### config.mk
export PLATFORM = sky130hd
export DESIGN_NAME = hex_scan_sequencer
export DESIGN_NICKNAME = d
export VERILOG_FILES = /design/src/rtl/hex_scan_sequencer.sv
export SDC_FILE = /design/constraint.sdc
export NUM_CORES = 1
export LEC_CHECK = 0
export ABC_AREA = 1
export CAP_MARGIN = 20
export CORE_MARGIN = 5
export CORE_UTILIZATION = 46
export CTS_CLUSTER_SIZE = 30
export DETAILED_ROUTE_END_ITERATION = 8
export GPL_TIMING_DRIVEN = 0
export PLACE_DENSITY = 0.86
export SLEW_MARGIN = 15
export SYNTH_ARGS = -nofsm -noshare
export SYNTH_HDL_FRONTEND = slang
export SYNTH_SLANG_ARGS = --single-unit
### constraint.sdc
create_clock -name clk -period 2.3 [get_ports clk]
set_input_delay 0.69 -clock clk [delete_from_list [all_inputs] [get_ports clk]]
set_output_delay 0.69 -clock clk [all_outputs]
set_load 0.02 [all_outputs]
### src/rtl/hex_scan_sequencer.sv
// hex_scan_sequencer: raster-scans a hex decoder via x/y, waits for its colour to settle, and streams pixels out over valid/ready.
// Optional HEX_SCAN_AUTO_REFRESH_EN re-arms a frame on every frame_done for continuous scanning.
module hex_scan_sequencer #(
  parameter int C_data_len   = 64,
  parameter int C_color_bits = 16,
  parameter int C_x_bits     = 7,
  parameter int C_y_bits     = 7,
  parameter int C_x_size     = 128,
  parameter int C_y_size     = 64,
  parameter int C_settle     = 2
) (
  input  logic                    clk,
  input  logic                    resetn,
  input  logic [C_data_len-1:0]   data_in,
  input  logic                    refresh,
  output logic [C_x_bits-1:0]     x,
  output logic [C_y_bits-1:0]     y,
  output logic [C_data_len-1:0]   data_snap,
  input  logic [C_color_bits-1:0] color_in,
  output logic [C_color_bits-1:0] pixel_data,
  output logic                    pixel_valid,
  input  logic                    pixel_ready,
  output logic                    frame_start,
  output logic                    frame_done,
  output logic                    busy
);
  typedef enum logic [1:0] {IDLE, SETTLE, PRESENT} state_t;
  localparam int CW = (C_settle > 1) ? $clog2(C_settle) : 1;
  localparam logic [CW-1:0] CNT_LOAD = CW'(C_settle - 1);
  localparam logic [C_x_bits-1:0] X_LAST = C_x_bits'(C_x_size - 1);
  localparam logic [C_y_bits-1:0] Y_LAST = C_y_bits'(C_y_size - 1);
  state_t                  state_q, state_d;
  logic [CW-1:0]           cnt_q, cnt_d;
  logic [C_x_bits-1:0]     x_q, x_d;
  logic [C_y_bits-1:0]     y_q, y_d;
  logic [C_data_len-1:0]   snap_q, snap_d;
  logic [C_color_bits-1:0] pix_q, pix_d;
  logic                    valid_q, valid_d;
  logic                    start_q, start_d;
  logic                    done_q, done_d;
  logic                    pending_q, pending_d;
  always_comb begin
    state_d   = state_q;
    cnt_d     = cnt_q;
    x_d       = x_q;
    y_d       = y_q;
    snap_d    = snap_q;
    pix_d     = pix_q;
    valid_d   = valid_q;
    start_d   = 1'b0;
    done_d    = 1'b0;
    pending_d = pending_q | (refresh & (state_q != IDLE));
    case (state_q)
      IDLE: if (refresh | pending_q) begin
        snap_d    = data_in;
        x_d       = '0;
        y_d       = '0;
        pending_d = 1'b0;
        cnt_d     = CNT_LOAD;
        start_d   = 1'b1;
        state_d   = SETTLE;
      end
      SETTLE: if (cnt_q == '0) begin
        pix_d   = color_in;
        valid_d = 1'b1;
        state_d = PRESENT;
      end else begin
        cnt_d = cnt_q - 1'b1;
      end
      PRESENT: if (valid_q && pixel_ready) begin
        valid_d = 1'b0;
        cnt_d   = CNT_LOAD;
        state_d = SETTLE;
        if (x_q == X_LAST) begin
          x_d = '0;
          if (y_q == Y_LAST) begin
            y_d     = '0;
            done_d  = 1'b1;
            state_d = IDLE;
`ifdef HEX_SCAN_AUTO_REFRESH_EN
            pending_d = 1'b1;
`else
            pending_d = pending_q | refresh;
`endif
          end else begin
            y_d = y_q + 1'b1;
          end
        end else begin
          x_d = x_q + 1'b1;
        end
      end
      default: state_d = IDLE;
    endcase
  end
  always_ff @(posedge clk or negedge resetn) begin
    if (!resetn) begin
      state_q   <= IDLE;
      cnt_q     <= '0;
      x_q       <= '0;
      y_q       <= '0;
      snap_q    <= '0;
      pix_q     <= '0;
      valid_q   <= 1'b0;
      start_q   <= 1'b0;
      done_q    <= 1'b0;
      pending_q <= 1'b0;
    end else begin
      state_q   <= state_d;
      cnt_q     <= cnt_d;
      x_q       <= x_d;
      y_q       <= y_d;
      snap_q    <= snap_d;
      pix_q     <= pix_d;
      valid_q   <= valid_d;
      start_q   <= start_d;
      done_q    <= done_d;
      pending_q <= pending_d;
    end
  end
  assign x           = x_q;
  assign y           = y_q;
  assign data_snap   = snap_q;
  assign pixel_data  = pix_q;
  assign pixel_valid = valid_q;
  assign frame_start = start_q;
  assign frame_done  = done_q;
  assign busy        = state_q != IDLE;
endmodule

==> impl_metrics.yaml <==
outcome:
  status: "finished, final reports clean"
yosys:
  synth_cell_types: 28
  yosys_register_bits: 101
  synth_area_leaders: "dfrtp_1 59%, nand2_1 20%, o21ai_2 2.5%"
  synthCells: 470
  synth_edf_count: 0
  yosysMostFrequentCell: "nand2_1"
  synth_nets: 556
  synth_common_cells: "230 x nand2_1, 101 x dfrtp_1, 26 x inv_1"
  ys_async_sr_fraction_pct: 100.0
  synth_top_area_cell: "dfrtp_1"
  yosys_warnings: 0
  yosysSeqAreaShare_pct: 59.38
  synthesis.area_mm2: 0.004257
  avgSynthCellArea_um2: 9.057
  synth_top_area_share_pct: 59.38
  synth_flop_cell: "dfrtp_1"
cells_and_area:
  fin_nets: 749
  drive_above_1_share_pct: 11.68
  multiInputGateArea_mm2: 0.001495
  fill_cells: 700
  num_antenna_cells: 0
  fin_cells: 779
  area_growth_pct: 50.79
  seq_area_mm2: 0.002529
route:
  vias: 3773
  wl_um: 11900
  avgViaCountPerCell: 4.843
  drt_iter0_drc: 199
  wire_per_inst_um: 15.28
  first_pass_iters: 6
  route.detailed.drc: 0
  ant_nets: 0
worst_setup_path:
  worstSetupEndpointType: "output port"
  critPathLaunchType: "flop"
  cp_top_family: "buffers and inverters"
  worstPathCellList: "clkdlybuf4s50_1"
  crit_required_ps: 1610
  cp_slowest_cell: "clkdlybuf4s50_1"
  cp_max_fo: 6
  critical_path_class: "flop to output port"
  cp_num_buf_inv: 1
  worstPathArrival_ps: 1440
  cp_slowest_stage_delay_ps: 640
power_and_ir_drop:
  p_sw_share_pct: 43.30
  power.switching_uw: 3840
  max-vdd-ir-drop_uv: 686.7
  pwr-share-clk_pct: 11.8
  leakage_uw: 0.003139
  p_per_area_mw_per_mm2: 1382
  intPower_uw: 5028
  combPwrFrac_pct: 54.5
  p_seq_share_pct: 33.7
clocking:
  tritoncts: "done"
  clock-root-buffer: "clkbuf_8"
  htree_levels: 3
  hold_buffers: 0
  postCtsSetupBuffers: 0
  clock_latency_ps: 360
  cts.repair.resized: 2
  cts.sinks: 101
  cts_buffers: 9
  cts_buffer_depth: 2
  clk_pin_slew_ps: 100
grt:
  grt_util_all_layers_pct: 21.08
  globalRoute.totalOverflow: 0
  grt_pass1_wl_um: 18890
  antenna_found_initial: 0
  grtUsageMet2_pct: 35.11
  grt_start_max_net_pins: 66
  grtUsageMet3_pct: 4.979
  grt.met1_usage_pct: 26.87
  busiest_layer: "met2"
  grt_pass1_vias: 3786
sta:
  finClkSkew_ps: 14.22
  relSlewSlack_pct: 74.20
  setup_viol: 0
  finalMaxSlewViolations: 0
  fin_crit_sh_pct: 92.74
  tns_ps: 0
  hold_violations: 0
  clock.fmax_ghz: 0.4688
  tightest_slew_ps: 385.6
  period_minus_slack_ps: 2133
  rsz0062_at_grt: "no"
place:
  hpwl_um: 9214
  numPortBuffers: 181
  placedCellCount: 763
  gp_congestion: 0.8346
worst_hold_path:
  hold_path.class: "primary input to async pin"
floorplanning:
  rows: 35
  core_area_mm2: 0.009109
  ios: 182
  die_w_um: 106.2
  die_area_mm2: 0.01128
  initial_core_util_pct: 46.73
  die_h_um: 106.2
flow_run:
  drv_cap: 0
final cells by class:
cell class	count	share of cell area, %
Buffer	17	1.949
Clock buffer	9	1.930
Clock inverter	7	0.9162
Inverter	29	1.696
Multi-Input combinational cell	323	23.29
Sequential cell	101	39.40
Tap cell	111	2.164
Timing Repair Buffer	182	28.65
metal layers:
| metal | up-vias | wire length, µm |
|---|---|---|
| li1 | 1834 | - |
| met1 | 1780 | 4909 |
| met2 | 143 | 5808 |
| met3 | 16 | 932 |
| met4 | 0 | 250 |
| met5 | - | 0 |
registers in the layout, indices dropped and copies added (netlist names):
signal,count
pixel_data,16
pixel_valid,1
frame_start,1
cnt_q,1
x,7
frame_done,1
pending_q,1
state_q,2
y,7
data_snap,64
per-stage QoR:
step           hold WS [ps]  power [µW]  setup slack (ps)  area, µm²  utilization [%]
2_1_floorplan         394.4        5664             728.5       4257                -
6_report              211.9        8869             166.9       6419            70.47
4_1_cts               215.4        8973             146.9       6419            70.47
3_3_place_gp          453.9        7724             -3113       6207            68.15
5_1_grt               225.6        9460             100.1       6419            70.47
3_5_place_dp          457.7        7914             50.60       6236            68.46
worst paths after layout:
check	start	end	slack, ps	depth (start not counted)
setup / recovery	y[2]$_DFFE_PN0P_	y[2]	170	1
hold reg to reg	data_snap[1]$_DFFE_PN0P_	data_snap[1]$_DFFE_PN0P_	480	2
hold / removal	resetn	pixel_data[3]$_DFFE_PN0P_	210	1
setup reg to reg	x[1]$_DFFE_PN0P_	y[6]$_DFFE_PN0P_	700	6
min in group clk	data_snap[1]$_DFFE_PN0P_	data_snap[1]$_DFFE_PN0P_	480	2
max in group asynchronous	resetn	data_snap[58]$_DFFE_PN0P_	1460	2
cell families after synthesis:
| logic type | synth area share [%] |
|---|---|
| AND/OR/NAND/NOR | 29.69 |
| flip-flops | 59.38 |
| buffers and inverters | 5.496 |
| AO/OA/AOI/OAI | 4.644 |
| adder cells (fa/ha/maj) | 0.5878 |
| XOR/XNOR | 0.2058 |
power groups by stage:
stage | clock [µW] | sequential (µW) | combinational (µW)
6_report | 1050 | 2980 | 4830
5_1_grt | 1160 | 3080 | 5220
4_1_cts | 1080 | 2980 | 4910
3_5_place_dp | 0 | 3010 | 4900
3_3_place_gp | 0 | 2980 | 4750
2_1_floorplan | 0 | 3860 | 1810
cells in the final DEF (no fill, tap or decap), types with 3 or more instances in the layout:
cell | Yosys | layout
nand2_1 | 230 | 230
clkdlybuf4s50_1 | 0 | 179
dfrtp_1 | 101 | 100
inv_1 | 26 | 26
nor2_1 | 18 | 18
nand2_2 | 15 | 15
o21ai_2 | 12 | 12
nand3_1 | 9 | 9
clkbuf_8 | 0 | 9
o21ai_1 | 8 | 8
buf_2 | 7 | 7
buf_4 | 6 | 6
buf_6 | 4 | 5
o21ai_0 | 5 | 5
nand4_1 | 4 | 4
clkinvlp_4 | 0 | 4
inv_2 | 3 | 3
a21oi_1 | 3 | 3
nor3_2 | 3 | 3
No activity file was read; power rests on OpenSTA's default activity.
